$ cat config.mk
export PLATFORM = sky130hd
export DESIGN_NAME = snes_romload_sink
export DESIGN_NICKNAME = d
export VERILOG_FILES = /design/src/rtl/snes_romload_sink.sv
export SDC_FILE = /design/constraint.sdc
export NUM_CORES = 1
export LEC_CHECK = 0
export ABC_AREA = 1
export CORE_MARGIN = 3
export CORE_UTILIZATION = 50
export DETAILED_ROUTE_END_ITERATION = 10
export GPL_ROUTABILITY_DRIVEN = 0
export PLACE_DENSITY = 0.66
export SLEW_MARGIN = 30
export SYNTH_ARGS = -nofsm -noshare
export SYNTH_HDL_FRONTEND = slang
export SYNTH_SLANG_ARGS = --single-unit
$ cat constraint.sdc
create_clock -name clk -period 6.92 [get_ports clk]
set_input_delay 2.076 -clock clk [delete_from_list [all_inputs] [get_ports clk]]
set_output_delay 2.076 -clock clk [all_outputs]
set_load 0.01 [all_outputs]
$ cat src/rtl/snes_romload_sink.sv
// Generic FIFO: first-word-fall-through storage with a synchronous clear; DEPTH must be a power of two.
// Latency: a pushed entry is visible at dout the cycle after the push.
// Backpressure: a push while full is dropped and a pop while empty is ignored; the caller flags the loss.
module fifo #(
    parameter int W     = 8,
    parameter int DEPTH = 8
) (
    input  logic         clk,
    input  logic         reset,
    input  logic         clr,
    input  logic         push,
    input  logic [W-1:0] din,
    input  logic         pop,
    output logic [W-1:0] dout,
    output logic         full,
    output logic         empty
);
    localparam int AW = $clog2(DEPTH);

    logic [W-1:0] mem [DEPTH];
    logic [AW:0]  wr_ptr;
    logic [AW:0]  rd_ptr;
    logic         push_ok;
    logic         pop_ok;

    assign empty   = (wr_ptr == rd_ptr);
    assign full    = (wr_ptr[AW] != rd_ptr[AW]) && (wr_ptr[AW-1:0] == rd_ptr[AW-1:0]);
    assign push_ok = push && !full;
    assign pop_ok  = pop && !empty;
    assign dout    = mem[rd_ptr[AW-1:0]];

    always_ff @(posedge clk) begin
        if (reset || clr) begin
            wr_ptr <= '0;
            rd_ptr <= '0;
        end else begin
            if (push_ok) wr_ptr <= wr_ptr + 1'b1;
            if (pop_ok)  rd_ptr <= rd_ptr + 1'b1;
        end
    end

    always_ff @(posedge clk) begin
        if (push_ok) mem[wr_ptr[AW-1:0]] <= din;
    end
endmodule

// SNES ROM load sink: parses the 64-byte header, packs the payload into 16-bit SDRAM writes from word 0.
// Latency: a completed word reaches mem_wr three cycles after its odd byte; one idle cycle between writes.
// Backpressure: mem_wait holds the presented write; FIFO overrun or oversize payload drops data and sets overflow. Optional ROMLOAD_CHECKSUM_EN adds checksum outputs.
module snes_romload_sink #(
    parameter int          FIFO_DEPTH = 8,
    parameter int unsigned MAX_BYTES  = 8388608
) (
    input  logic        clk,
    input  logic        reset,
    input  logic        rom_loading,
    input  logic [7:0]  rom_do,
    input  logic        rom_do_valid,
    output logic [21:0] mem_addr,
    output logic [15:0] mem_din,
    output logic [1:0]  mem_ds,
    output logic        mem_wr,
    input  logic        mem_wait,
    output logic [7:0]  map_mode,
    output logic [7:0]  rom_type,
    output logic [7:0]  rom_size,
    output logic [7:0]  ram_size,
    output logic [15:0] reset_vec,
    output logic [23:0] rom_bytes,
    output logic [22:0] rom_mask,
    output logic        busy,
    output logic        done,
    output logic        overflow
`ifdef ROMLOAD_CHECKSUM_EN
    ,
    output logic [15:0] checksum,
    output logic        checksum_ok
`endif
);
    typedef enum logic [2:0] {IDLE, HEADER, DATA, FLUSH, DONE} state_t;

    typedef struct packed {
        logic [21:0] addr;
        logic [15:0] dat;
        logic [1:0]  ds;
    } wr_ent_t;

    state_t      state;
    logic        loading_q;
    logic [5:0]  hdr_cnt;
    logic [7:0]  pair_lo;
    logic        pair_pend;
    logic        wq_vld;
    wr_ent_t     wq_dat;
    wr_ent_t     head_dat;
    logic        fifo_full;
    logic        fifo_empty;
    logic        fifo_clr;
    logic        fifo_pop;
    logic        rise;
    logic        fall;
    logic        byte_vld;
    logic        over_max;
    logic [22:0] mask_v;
    logic [22:0] mask_calc;
`ifdef ROMLOAD_CHECKSUM_EN
    logic [15:0] hdr_comp;
    logic [15:0] hdr_sum;
`endif

    assign rise     = rom_loading && !loading_q;
    assign fall     = !rom_loading && loading_q;
    assign byte_vld = rom_do_valid && rom_loading;
    assign over_max = ({8'd0, rom_bytes} >= MAX_BYTES);
    assign fifo_clr = rise && (state == IDLE || state == DONE);
    assign fifo_pop = mem_wr && !mem_wait;

    fifo #(
        .W     ($bits(wr_ent_t)),
        .DEPTH (FIFO_DEPTH)
    ) u_fifo (
        .clk   (clk),
        .reset (reset),
        .clr   (fifo_clr),
        .push  (wq_vld),
        .din   (wq_dat),
        .pop   (fifo_pop),
        .dout  (head_dat),
        .full  (fifo_full),
        .empty (fifo_empty)
    );

    // Mask is all ones below the top set bit of (bytes-1); a full 2^23 payload wraps to all ones.
    always_comb begin
        mask_v        = rom_bytes[22:0] - 23'd1;
        mask_calc     = '0;
        mask_calc[22] = mask_v[22];
        for (int i = 21; i >= 0; i--) mask_calc[i] = mask_calc[i+1] | mask_v[i];
        if (rom_bytes <= 24'd1) mask_calc = '0;
    end

    always_ff @(posedge clk) begin
        if (reset) begin
            state     <= IDLE;
            loading_q <= 1'b0;
            hdr_cnt   <= '0;
            pair_lo   <= '0;
            pair_pend <= 1'b0;
            wq_vld    <= 1'b0;
            wq_dat    <= '0;
            mem_addr  <= '0;
            mem_din   <= '0;
            mem_ds    <= '0;
            mem_wr    <= 1'b0;
            map_mode  <= '0;
            rom_type  <= '0;
            rom_size  <= '0;
            ram_size  <= '0;
            reset_vec <= '0;
            rom_bytes <= '0;
            rom_mask  <= '0;
            busy      <= 1'b0;
            done      <= 1'b0;
            overflow  <= 1'b0;
`ifdef ROMLOAD_CHECKSUM_EN
            hdr_comp    <= '0;
            hdr_sum     <= '0;
            checksum    <= '0;
            checksum_ok <= 1'b0;
`endif
        end else begin
            loading_q <= rom_loading;
            wq_vld    <= 1'b0;
            if (wq_vld && fifo_full) overflow <= 1'b1;

            // The head entry stays in the FIFO until accepted, so an empty FIFO means nothing is owed.
            if (mem_wr) begin
                if (!mem_wait) mem_wr <= 1'b0;
            end else if (!fifo_empty) begin
                mem_wr   <= 1'b1;
                mem_addr <= head_dat.addr;
                mem_din  <= head_dat.dat;
                mem_ds   <= head_dat.ds;
            end

            case (state)
                IDLE, DONE: begin
                    if (rise) begin
                        state     <= HEADER;
                        busy      <= 1'b1;
                        done      <= 1'b0;
                        overflow  <= 1'b0;
                        rom_bytes <= '0;
                        hdr_cnt   <= '0;
                        pair_pend <= 1'b0;
`ifdef ROMLOAD_CHECKSUM_EN
                        checksum    <= '0;
                        checksum_ok <= 1'b0;
`endif
                    end
                end
                HEADER: begin
                    if (fall) begin
                        state <= FLUSH;
                    end else if (byte_vld) begin
                        case (hdr_cnt)
                            6'h15:   map_mode        <= rom_do;
                            6'h16:   rom_type        <= rom_do;
                            6'h17:   rom_size        <= rom_do;
                            6'h18:   ram_size        <= rom_do;
`ifdef ROMLOAD_CHECKSUM_EN
                            6'h1C:   hdr_comp[7:0]   <= rom_do;
                            6'h1D:   hdr_comp[15:8]  <= rom_do;
                            6'h1E:   hdr_sum[7:0]    <= rom_do;
                            6'h1F:   hdr_sum[15:8]   <= rom_do;
`endif
                            6'h3C:   reset_vec[7:0]  <= rom_do;
                            6'h3D:   reset_vec[15:8] <= rom_do;
                            default: ;
                        endcase
                        hdr_cnt <= hdr_cnt + 6'd1;
                        if (hdr_cnt == 6'd63) state <= DATA;
                    end
                end
                DATA: begin
                    if (fall) begin
                        if (pair_pend) begin
                            wq_vld    <= 1'b1;
                            wq_dat    <= '{addr: rom_bytes[22:1], dat: {8'h00, pair_lo}, ds: 2'b01};
                            pair_pend <= 1'b0;
                        end
                        state <= FLUSH;
                    end else if (byte_vld) begin
                        if (over_max) begin
                            overflow <= 1'b1;
                        end else begin
                            if (!rom_bytes[0]) begin
                                pair_lo   <= rom_do;
                                pair_pend <= 1'b1;
                            end else begin
                                wq_vld    <= 1'b1;
                                wq_dat    <= '{addr: rom_bytes[22:1], dat: {rom_do, pair_lo}, ds: 2'b11};
                                pair_pend <= 1'b0;
                            end
                            rom_bytes <= rom_bytes + 24'd1;
`ifdef ROMLOAD_CHECKSUM_EN
                            checksum  <= checksum + {8'h00, rom_do};
`endif
                        end
                    end
                end
                FLUSH: begin
                    if (fifo_empty && !wq_vld && !mem_wr) begin
                        state    <= DONE;
                        busy     <= 1'b0;
                        done     <= 1'b1;
                        rom_mask <= mask_calc;
`ifdef ROMLOAD_CHECKSUM_EN
                        checksum_ok <= (checksum == hdr_sum) && ((hdr_sum ^ hdr_comp) == 16'hFFFF);
`endif
                    end
                end
                default: state <= IDLE;
            endcase
        end
    end
endmodule
=== After elaboration in Yosys (flattened, before gate mapping) ===
Memory sizes are Yosys's and may differ from the RTL's. A register that Yosys moved wholly into a read port is not among the register bits.
Index checks and enable logic that the tools add are counted.

* Add/subtract/negate cells: 5
* Magnitude comparators: 2
* Equality and inequality tests: 28
* Muxes and demuxes: 49
* Bitwise operators: 28
* Reduce and logical (&&, ||, !) cells: 43

{| class="wikitable"
|+ Operator list
! operator !! count
|-
| $mux 40 || 5
|-
| $mux 24 || 4
|-
| $pmux 24 s2 || 1
|-
| $reduce_and 4->1 || 8
|-
| $add 24x1->24 const B || 1
|-
| $eq 6x5->1 const B || 4
|-
| $ge 24x24->1 const B || 1
|-
| $le 24x1->1 const B || 1
|-
| $mux 1 || 23
|-
| $mux 23 || 1
|-
| $sub 23x1->23 const B || 1
|-
| $or 1x1->1 || 22
|-
| $ne 2x2->1 const B || 10
|-
| $reduce_and 5->1 || 4
|-
| $eq 6x6->1 const B || 3
|-
| $mux 3 || 6
|-
| $mux 6 || 3
|-
| $ne 3x3->1 const B || 4
|-
| $pmux 3 s4 || 1
|-
| $pmux 6 s2 || 1
|-
| $logic_and 1x1->1 || 11
|-
| $reduce_bool 2->1 || 5
|-
| $add 4x1->4 const B || 2
|-
| $pmux 1 s2 || 4
|-
| other kinds (14) || 29
|}

* Register bits after elaboration: 167
* Memory bits (writable): 320
* Input bits: 13
* Output and inout port bits: 139
* Logic and storage cells: 179
* Memories kept: 1

{| class="wikitable"
|+ Memory list
! memory !! words !! bits a word !! rd ports !! clocked after memory_dff !! wr ports !! RTL line !! source
|-
| u_fifo.mem || 8 || 40 || 1 || 1 || 1 || 20 || <nowiki>logic [W-1:0] mem [DEPTH];</nowiki>
|}

=== Longest topological paths before layout ===
Gate-level depths: netlist of the first run.

* Word-level depth: 24
* Gate-level depth with buffers: 20
* Depth with buffers taken out: 20

=== Hierarchy ===
Synthesis of the first run repeated with hierarchy kept, for this count alone.

* Cells, all modules: 1948
* Area total of the unflattened synthesis: 21182.8 sq um

{| class="wikitable"
|+ Modules (own cells, without submodules)
! module !! times used !! cells each !! area each (sq um) !! sequential area each (sq um)
|-
| fifo || 1 || 910 || 13188.9 || 9829.4
|-
| snes_romload_sink || 1 || 1038 || 7993.9 || 3983.8
|}

=== Worst setup path before layout of the first run ===
No wires, ideal clock.

* Path kind: input port to flip-flop
* From: input port rom_loading
* To: register rom_bytes[22]
* Library setup time: 0.120 ns
* Data arrival time: 3.909 ns
* Required time: 6.800 ns
* Slack: 2.890 ns
* Stages: 19
* Path buffers: 0
* Path through: inv_1 -> nor2_1 -> nand2_1 -> nand2_2 -> o21ai_4 -> inv_2 -> nand3_2 -> nor3_2 -> nand3_2 -> nor3_2 -> nand2_1 -> nor2_2 -> nand2_2 -> nor2_4 -> nand3_2 -> nor2_2 -> nand4_1 -> o21ai_1 -> a21oi_1

* Cells in the longest elaborated chain, start to end: 4
* Elaborated cells on any way between the ends: 8
* Classes of those cells: eq/ne: 3; reduce/logical: 5

{| class="wikitable"
|+ Ends and longest elaborated chain
! what !! RTL line !! source
|-
| from (decl) || 56 || <nowiki>input logic rom_loading,</nowiki>
|-
| $logic_not 1->1 || 112 || <nowiki>assign fall = !rom_loading && loading_q;</nowiki>
|-
| $logic_and 1x1->1 || 112 ||
|-
| $ne 2x2->1 (no source line) || -- ||
|-
| $reduce_and 5->1 (no source line) * || -- ||
|-
| to (signal assigned) || 245 || <nowiki>rom_bytes <= rom_bytes + 24'd1;</nowiki>
|-
| to (decl) || 69 || <nowiki>output logic [23:0] rom_bytes,</nowiki>
|}

Mark *: on every way between the ends. The rest lies on a longest branch, timed or not.
A chain may end at the register's enable or synchronous reset.

==> impl_metrics.env, run 1 <==
export IMPL_antenna_found_initial=0
export IMPL_use_met1_pct=31.4
export IMPL_grt_pass1_vias=14154
export IMPL_cts_made_buffers=52
export IMPL_multiInputGateArea_um2=6100
export IMPL_power_leakage_uw=0.00922
export IMPL_min_period_ns=4.53
export IMPL_die_area_um2=43700
export IMPL_finalSetupViolCount=0
export IMPL_fmax_mhz=221
export IMPL_drt_iter0_markers=1274
export IMPL_avgSynthCellArea_um2=10.6
export IMPL_worst_ep_required_time_ns=7.37
export IMPL_grt_total_usage_pct=22.3
export IMPL_io_buffers=151
export IMPL_status="finished clean"
export IMPL_insertion_delay_ns=0.56
export IMPL_end_kind="register"
export IMPL_num_rows=73
export IMPL_hold_ws_ns=0.448
export IMPL_cts_tree="yes"
export IMPL_initial_core_util_pct=51.3
export IMPL_grt_max_degree=99
export IMPL_drc=0
export IMPL_synth_top_cell_area_share_pct=46.7
export IMPL_cts_root_buffer="clkbuf_16"
export IMPL_finalHoldViolCount=0
export IMPL_vdd_ir_drop_max_mv=0.160
export IMPL_layout_drive_gt1_share_pct=7.56
export IMPL_slew_headroom_pct=37.4
export IMPL_n_fill_cell=3300
export IMPL_synth_common_cells="edfxtp_1, o21ai_0, nand2_1, nor2_1, dfxtp_1"
export IMPL_ys_seq_area_share_pct=66.8
export IMPL_rsz0062_at_grt="false"
export IMPL_fp_coreArea_um2=40200
export IMPL_synth_distinct_cells=48
export IMPL_synth_edff_count=320
export IMPL_yosysMostFrequentCell="edfxtp_1"
export IMPL_via_per_inst=5.60
export IMPL_ys_ff_latch=527
export IMPL_cap_violations=0
export IMPL_cts_hold_buf=0
export IMPL_skew_ns=0.00893
export IMPL_power_density_nw_per_um2=261
export IMPL_regArea_um2=13800
export IMPL_numClockSinks=527
export IMPL_synth_area_um2=20600
export IMPL_critPathLaunchType="input pin"
export IMPL_cts_resized_gates=0
export IMPL_max_stage_delay_ns=0.95
export IMPL_dieHeight_um=209
export IMPL_cp_max_fo=57
export IMPL_worst_pin_slew_ns=0.937
export IMPL_die_w_um=209
export IMPL_grt_busiest_layer="met2"
export IMPL_routedWlPerCell_um=19.0
export IMPL_syn2layout_area_growth_pct=17.4
export IMPL_fin_util_pct=60.2
export IMPL_fin_cells=2628
export IMPL_crit_type="in -> reg"
export IMPL_hold_path_class="reg -> reg"
export IMPL_diodes=0
export IMPL_synthesis_instances=1950
export IMPL_htree_levels=2
export IMPL_yosysWarnings=0
export IMPL_io_pins=152
export IMPL_dp_cells=2532
export IMPL_async_flop_share_pct=0
export IMPL_grt_use_met2_pct=36.1
export IMPL_cts_setup_buffers=0
export IMPL_dp_hpwl_um=28700
export IMPL_tns_ns=0
export IMPL_worstPathCellList="buf_2 -> clkinv_2 -> nand3_1 -> inv_1 -> a32oi_1 -> nand2_1"
export IMPL_num_vias=14712
export IMPL_fin_nets=2083
export IMPL_ys_flop_type="edfxtp_1"
export IMPL_cp_slowest_cell="clkinv_2"
export IMPL_routed_wl_um=50000
export IMPL_clk_path_buf_depth=3
export IMPL_clkSlewWorstSetupHoldPaths_ns=0.06
export IMPL_met3_usage_pct=3.72
export IMPL_synth_fp_nets=1972
export IMPL_drv_slew=0
export IMPL_dr_pass1_iters=5
export IMPL_fin_crit_sh_pct=65.4
export IMPL_ant_nets=0
export IMPL_yosys_top_cells_area="edfxtp_1, dfxtp_1, o21ai_0"
export IMPL_cp_arrival_ns=4.98
export IMPL_grt_overflow=0
export IMPL_yosys_area_top_type="edfxtp_1"
export IMPL_grt_pass1_wl_um=78500
area by class of cell:
cell class	instances	share of cell area (%)
tap	525	2.72
inverter	99	1.55
timing repair buffer	169	6.80
multi-input combinational	1212	25.2
sequential	527	56.9
clock inverter	24	0.890
clock buffer	72	5.90
layer usage:
| metal | vias up | wire, um |
|---|---|---|
| li1 | 7087 | - |
| met1 | 7086 | 22400 |
| met2 | 447 | 23200 |
| met3 | 92 | 3130 |
| met4 | 0 | 1240 |
| met5 | - | 0 |
report_power, final:
group | switching (uW) | internal [uW] | total, uW | leakage, uW
Sequential | 23.1 | 3320 | 3340 | 0.00500
Combinational | 163 | 75.2 | 238 | 0.00342
Clock | 1140 | 1590 | 2730 | 0.000804
critical path: cells and delay by family:
family / cells / cell delay, ns
AOI/OAI and AO/OA: 1 / 0.24
and+or+nand+nor: 2 / 0.70
buffers and inverters: 3 / 1.94
worst paths after layout:
check / cells past startpoint / from / end / slack [ns]
worst max-delay path: 6 / reset / rom_mask[0] / 2.39
worst min-delay path: 2 / reset_vec[7] / reset_vec[7] / 0.45
worst max register to register: 14 / u_fifo.rd_ptr[1] / rom_mask[14] / 2.92
worst min register to register: 2 / reset_vec[7] / reset_vec[7] / 0.45
through the flow:
step | cell area (um^2) | power [uW] | setup slack (ns)
floorplan | 20600 | 3570 | 2.89
finish | 24200 | 6310 | 2.39
detailed placement | 22500 | 3640 | 2.08
global route | 24200 | 6490 | 2.07
CTS | 24200 | 6350 | 2.66
global placement | 22500 | 3640 | 2.11
layout by cell type, fill, tap and decap left out, types with 2 or more instances in the layout:
cell             Yosys  layout
o21ai_1              4       4
a211oi_1            13      13
a32o_1               6       6
nor3_1              12      12
nor3_2               6       6
nor4_1               4       4
clkbuf_1            96      16
buf_4                0      17
xnor2_1              2       2
o21a_1               3       3
clkdlybuf4s50_1      0     150
clkbuf_8             0       3
o21ai_0            283     283
inv_1               93      90
dfxtp_1            207     205
nand3_1             46      46
xor2_1              18      18
nor2_2              13      14
edfxtp_1           320     320
nand2_2              6       6
clkinv_2             0      10
nand3_2              5       5
bufinv_16            0       4
nor3_4               3       3
nor2_1             243     233
a31oi_1             41      41
o22ai_1             40      40
nand2_1            268     268
ha_1                 9       9
a22o_1               5       5
a21oi_1            151     151
dfxtp_4              0       2
nand4_2              4       4
clkinv_1             2      10
nand4_1              5       5
clkbuf_16            0      53
nor2_4               8      17
inv_2                4       6
registers in the layout, indices dropped and copies added (netlist names), 2 cells and up:
signal         cells
mem_din           16
ram_size           8
rom_mask          23
state              3
mem_ds             2
rom_type           8
u_fifo.mem       320
u_fifo.rd_ptr      4
wq_dat            40
hdr_cnt            6
rom_bytes         24
u_fifo.wr_ptr      4
reset_vec         16
mem_addr          22
rom_size           8
map_mode           8
pair_lo            8
cells by family after synthesis:
family                   count (synthesis)  share of synthesized area, %
AND/OR/NAND/NOR                        628                          13.3
AO/OA/AOI/OAI                          555                          14.6
flip-flops                             527                          66.8
buffers and inverters                  211                          3.94
XOR/XNOR                                20                         0.850
adder cells (fa/ha/maj)                  9                         0.547
(Power assumes the default switching activity.)
==> inputs of run 2 (changes only) <==
PLACE_DENSITY = 0.68   (was 0.66)
clock period = 3.72 ns   (was 6.92 ns; I/O delays follow)
==> impl_metrics.env, run 2 (synthesis results as in run 1) <==
export IMPL_r2r_cells=15
export IMPL_via_per_inst=5.61
export IMPL_dieHeight_um=209
export IMPL_hp_start="reset_vec[7]"
export IMPL_numClockSinks=527
export IMPL_layout_drive_gt1_share_pct=8.78
export IMPL_drc=0
export IMPL_fmax_mhz=316
export IMPL_die_w_um=209
export IMPL_final_cell_mix="edfxtp_1, o21ai_0, nand2_1"
export IMPL_crit_type="in -> reg"
export IMPL_antenna_found_initial=0
export IMPL_hold_path_class="reg -> reg"
export IMPL_regArea_um2=13800
export IMPL_cp_max_fo=4
export IMPL_insertion_delay_ns=0.57
export IMPL_slew_headroom_pct=35.6
export IMPL_tns_ns=0
export IMPL_grt_pass1_vias=14179
export IMPL_initial_core_util_pct=51.3
export IMPL_die_area_um2=43700
export IMPL_cp_arrival_ns=3.62
export IMPL_hold_depth=2
export IMPL_r2r_start="u_fifo.rd_ptr[1]"
export IMPL_clk_path_buf_depth=3
export IMPL_drv_slew=0
export IMPL_end_kind="register"
export IMPL_status="finished clean"
export IMPL_dp_hpwl_um=29000
export IMPL_grt_pass1_wl_um=78300
export IMPL_cts_setup_buffers=0
export IMPL_syn2layout_area_growth_pct=18.7
export IMPL_final_common_cell="edfxtp_1"
export IMPL_r2r_setup_slack_ns=0.56
export IMPL_cts_hold_buf=0
export IMPL_num_rows=73
export IMPL_worst_pin_slew_ns=0.966
export IMPL_grt_total_usage_pct=22.2
export IMPL_fp_coreArea_um2=40200
export IMPL_finalHoldViolCount=0
export IMPL_critPathLaunchType="input pin"
export IMPL_diodes=0
export IMPL_dr_pass1_iters=7
export IMPL_grt_overflow=0
export IMPL_finalSetupViolCount=0
export IMPL_hold_path_end="reset_vec[7]"
export IMPL_skew_ns=0.0163
export IMPL_grt_max_degree=162
export IMPL_n_fill_cell=3249
export IMPL_multiInputGateArea_um2=6100
export IMPL_largest_register_ffs=320
export IMPL_cts_made_buffers=51
export IMPL_cap_violations=0
export IMPL_min_period_ns=3.17
export IMPL_fin_crit_sh_pct=85.1
export IMPL_io_buffers=151
export IMPL_routedWlPerCell_um=18.8
export IMPL_ant_nets=0
export IMPL_clkSlewWorstSetupHoldPaths_ns=0.07
export IMPL_power_total_uw=11800
export IMPL_fin_nets=2101
export IMPL_rsz0062_at_grt="false"
export IMPL_cts_root_buffer="clkbuf_16"
export IMPL_cts_resized_gates=0
export IMPL_r2r_end="rom_mask[10]"
export IMPL_power_leakage_uw=0.00936
export IMPL_htree_levels=2
export IMPL_num_vias=14826
export IMPL_worst_ep_required_time_ns=4.17
export IMPL_drt_iter0_markers=1121
export IMPL_cts_tree="yes"
export IMPL_io_pins=152
export IMPL_vdd_ir_drop_max_mv=0.311
export IMPL_power_density_nw_per_um2=482
export IMPL_routed_wl_um=49700
-- run 2: changes by cell type in the layout (fill, tap and decap cells not counted), moves of 3 or more --
cell / delta
buf_12: +7
buf_4: +11
bufinv_16: -3
clkbuf_1: -7
clkbuf_8: +6
clkinv_1: -8
-- run 2: worst max-delay path: stages --
cell	delay (ns)
clkdlybuf4s50_1	0.49
inv_1	0.06
nor2_1	0.14
nand2_1	0.10
nand2_2	0.10
o21ai_4	0.08
inv_2	0.07
nand3_2	0.07
nor3_2	0.17
nand3_2	0.12
nor3_2	0.15
nand2_1	0.08
nor2_2	0.13
nand2_2	0.09
nor2_4	0.11
nand3_2	0.09
nor2_2	0.15
nand4_1	0.12
o21ai_1	0.14
a21oi_1	0.05
-- run 2: how the worst max path moves through the flow --
| stage | startpoint | slack [ns] | endpoint |
|---|---|---|---|
| 4_1_cts | rom_loading | 0.58 | rom_bytes[21] |
| 3_3_place_gp | rom_loading | 0.01 | rom_bytes[22] |
| 2_1_floorplan | u_fifo.rd_ptr[2] | 0.37 | u_fifo.mem[0][0] |
| 5_1_grt | rom_loading | 0.15 | rom_bytes[22] |
| 3_5_place_dp | rom_loading | -0.02 | rom_bytes[22] |
| 6_report | rom_loading | 0.55 | rom_bytes[22] |
-- run 2: routing by layer --
metal  GRT usage (%)  share of wire, %  up-vias  routed length [um]
li1                -                 -     7109                   -
met4            6.12               2.2        0                1080
met1            31.2                45     7162               22200
met3            3.72               6.6       75                3260
met2            36.1                47      480               23200
met5               0                 0        -                   0
-- run 2: per-stage QoR --
| step | utilization (%) | cells | hold WS [ns] | area, um^2 | setup slack [ns] |
|---|---|---|---|---|---|
| floorplan | - | 1950 | 0.451 | 20600 | 0.373 |
| global placement | 56.6 | 2551 | 0.433 | 22800 | 0.0113 |
| detailed placement | 56.7 | 2551 | 0.437 | 22800 | -0.0248 |
| CTS | 60.8 | 2643 | 0.447 | 24400 | 0.580 |
| global route | 60.8 | 2643 | 0.466 | 24400 | 0.146 |
| finish | 60.8 | 2643 | 0.446 | 24400 | 0.553 |
-- run 2: area by class of cell --
cell class / instances / area share (%)
Clock buffer: 74 / 6.30
Clock inverter: 18 / 0.537
Inverter: 99 / 1.55
Multi-Input combinational cell: 1212 / 25.0
Sequential cell: 527 / 56.3
Tap cell: 525 / 2.69
Timing Repair Buffer: 188 / 7.69
-- run 2: report_power, final --
| group | switching, uW | internal, uW | leakage [uW] |
|---|---|---|---|
| registers | 41.7 | 6170 | 0.00500 |
| clock network | 2130 | 2940 | 0.000833 |
| logic | 314 | 171 | 0.00353 |
==> inputs of run 3 (changes only) <==
CELL_PAD_IN_SITES_DETAIL_PLACEMENT = 1   (was default)
CELL_PAD_IN_SITES_GLOBAL_PLACEMENT = 2   (was default)
CORE_UTILIZATION = 35   (was 50)
PLACE_DENSITY = 0.72   (was 0.68)
==> impl_metrics.env, run 3 (synthesis results as in run 1) <==
export IMPL_grt_total_usage_pct=18.6
export IMPL_fin_crit_sh_pct=87.3
export IMPL_r2r_end="rom_mask[2]"
export IMPL_final_cell_mix="edfxtp_1, o21ai_0, nand2_1"
export IMPL_syn2layout_area_growth_pct=20.9
export IMPL_io_buffers=151
export IMPL_finalSetupViolCount=0
export IMPL_cts_made_buffers=55
export IMPL_skew_ns=0.0218
export IMPL_fp_coreArea_um2=57900
export IMPL_htree_levels=2
export IMPL_path_delay_family="simple AND/OR/NAND/NOR gates"
export IMPL_worstPathCellList="clkdlybuf4s50_1 -> inv_1 -> nor2_1 -> nand2_1 -> nand2_2 -> o21ai_4 -> buf_4 -> nor2_4 -> nand2_2 -> nor3_4 -> nand2_2 -> nor2_4 -> nand4_2 -> nor3_2 -> nand3_2 -> nor2_4 -> nand3_2 -> nor2_2 -> a21oi_1 -> nor3_2"
export IMPL_r2r_setup_slack_ns=0.66
export IMPL_cp_max_fo=4
export IMPL_cts_tree="yes"
export IMPL_dp_cells=2801
export IMPL_cts_setup_buffers=0
export IMPL_slew_headroom_pct=37.1
export IMPL_vdd_ir_drop_max_mv=0.534
export IMPL_crit_cells=20
export IMPL_largest_register_ffs=320
export IMPL_max_stage_delay_ns=0.48
export IMPL_cts_hold_buf=0
export IMPL_rsz0062_at_grt="false"
export IMPL_io_pins=152
export IMPL_num_vias=14830
export IMPL_fin_cells=2905
export IMPL_fin_ws_ns=0.471
export IMPL_finalHoldViolCount=0
export IMPL_clkSlewWorstSetupHoldPaths_ns=0.06
export IMPL_grt_pass1_vias=15585
export IMPL_drc=0
export IMPL_worst_ep_required_time_ns=4.23
export IMPL_worst_pin_slew_ns=0.944
export IMPL_cp_slowest_cell="clkdlybuf4s50_1"
export IMPL_end_kind="register"
export IMPL_status="finished clean"
export IMPL_initial_core_util_pct=35.6
export IMPL_fin_nets=2115
export IMPL_dr_pass1_iters=5
export IMPL_numClockSinks=527
export IMPL_r2r_start="rom_bytes[0]"
export IMPL_cap_violations=0
export IMPL_die_area_um2=61800
export IMPL_final_common_cell="edfxtp_1"
export IMPL_ant_nets=0
export IMPL_dieHeight_um=249
export IMPL_dp_hpwl_um=34700
export IMPL_cts_root_buffer="clkbuf_16"
export IMPL_n_fill_cell=6349
export IMPL_routed_wl_um=58700
export IMPL_highest_layer="met4"
export IMPL_grt_max_degree=103
export IMPL_grt_pass1_wl_um=91400
export IMPL_startpoint="rom_loading"
export IMPL_place_ws_ns=-0.124
export IMPL_via_per_inst=5.10
export IMPL_drt_iter0_markers=815
export IMPL_diodes=0
export IMPL_met2_length_um=28100
export IMPL_insertion_delay_ns=0.60
export IMPL_critPathLaunchType="input pin"
export IMPL_power_leakage_uw=0.00946
export IMPL_clk_path_buf_depth=3
export IMPL_crit_end="rom_bytes[21]"
export IMPL_grt_overflow=0
export IMPL_layout_drive_gt1_share_pct=9.11
export IMPL_hold_path_class="reg -> reg"
export IMPL_power_density_nw_per_um2=488
export IMPL_die_w_um=249
export IMPL_wl_met3_um=2090
export IMPL_met1_length_um=27300
export IMPL_r2r_cells=19
export IMPL_cp_arrival_ns=3.76
export IMPL_num_rows=88
export IMPL_crit_type="in -> reg"
export IMPL_path_buf_inv=3
export IMPL_drv_slew=0
export IMPL_routedWlPerCell_um=20.2
export IMPL_fmax_mhz=308
export IMPL_min_period_ns=3.25
export IMPL_antenna_found_initial=0
export IMPL_cts_resized_gates=0
run 3: cell count changes in the layout (fill, tap and decap cells not counted), sizes merged:
cell / previous run / this run
clkinv: 15 / 27
buf: 38 / 48
bufinv: 1 / 5
inv: 100 / 98
clkbuf: 74 / 73
clkinvlp: 1 / 0
run 3: tightest hold or removal path, stage by stage, from the launching register on:
cell     delay, ns
dfxtp_1       0.31
inv_1         0.05
a21oi_1       0.05
run 3: worst min path at each step:
stage                           startpoint          endpoint  slack, ns  cells after the start
after global routing          reset_vec[1]      reset_vec[1]       0.48                      2
after floorplan           u_fifo.rd_ptr[3]  u_fifo.rd_ptr[3]       0.45                      2
after detailed placement      reset_vec[1]      reset_vec[1]       0.44                      2
after CTS                     reset_vec[1]      reset_vec[1]       0.45                      2
final                         reset_vec[1]      reset_vec[1]       0.45                      2
after global placement        reset_vec[0]      reset_vec[0]       0.44                      2
run 3: power by group:
part           switching [uW]  internal [uW]  leakage, uW  total [uW]
clock                    2250           3200     0.000888        5450
sequential               41.3           6180      0.00500        6220
combinational             331            167      0.00357         498
total                    2620           9540      0.00946       12200
run 3: final cells by class:
| cell class | count | area, um^2 | share of cell area (%) |
|---|---|---|---|
| clock buffers | 73 | 1520 | 6.08 |
| clock inverters | 31 | 280 | 1.13 |
| inverters | 99 | 378 | 1.52 |
| multi-input cells | 1212 | 6110 | 24.5 |
| flip-flops and latches | 527 | 13800 | 55.2 |
| well taps | 765 | 957 | 3.84 |
| repair buffers | 198 | 1910 | 7.68 |
run 3: metal layers:
| metal | vias to the layer above | global-route usage (%) |
|---|---|---|
| met5 | - | 0 |
| met4 | 0 | 4.40 |
| met3 | 73 | 2.94 |
| met2 | 230 | 31.5 |
| met1 | 7389 | 25.2 |
| li1 | 7138 | - |
run 3: per-stage QoR:
step                      setup TNS, ns  instance area, um^2  util [%]  hold slack (ns)  power (uW)
after floorplan                       0                20600         -            0.451        6640
after global placement           -0.142                23100      39.9            0.435        6830
after detailed placement         -0.352                23100      39.9            0.444        6850
after CTS                             0                24900      43.0            0.454       12300
after global routing                  0                24900      43.0            0.483       12600
final                                 0                24900      43.0            0.452       12200
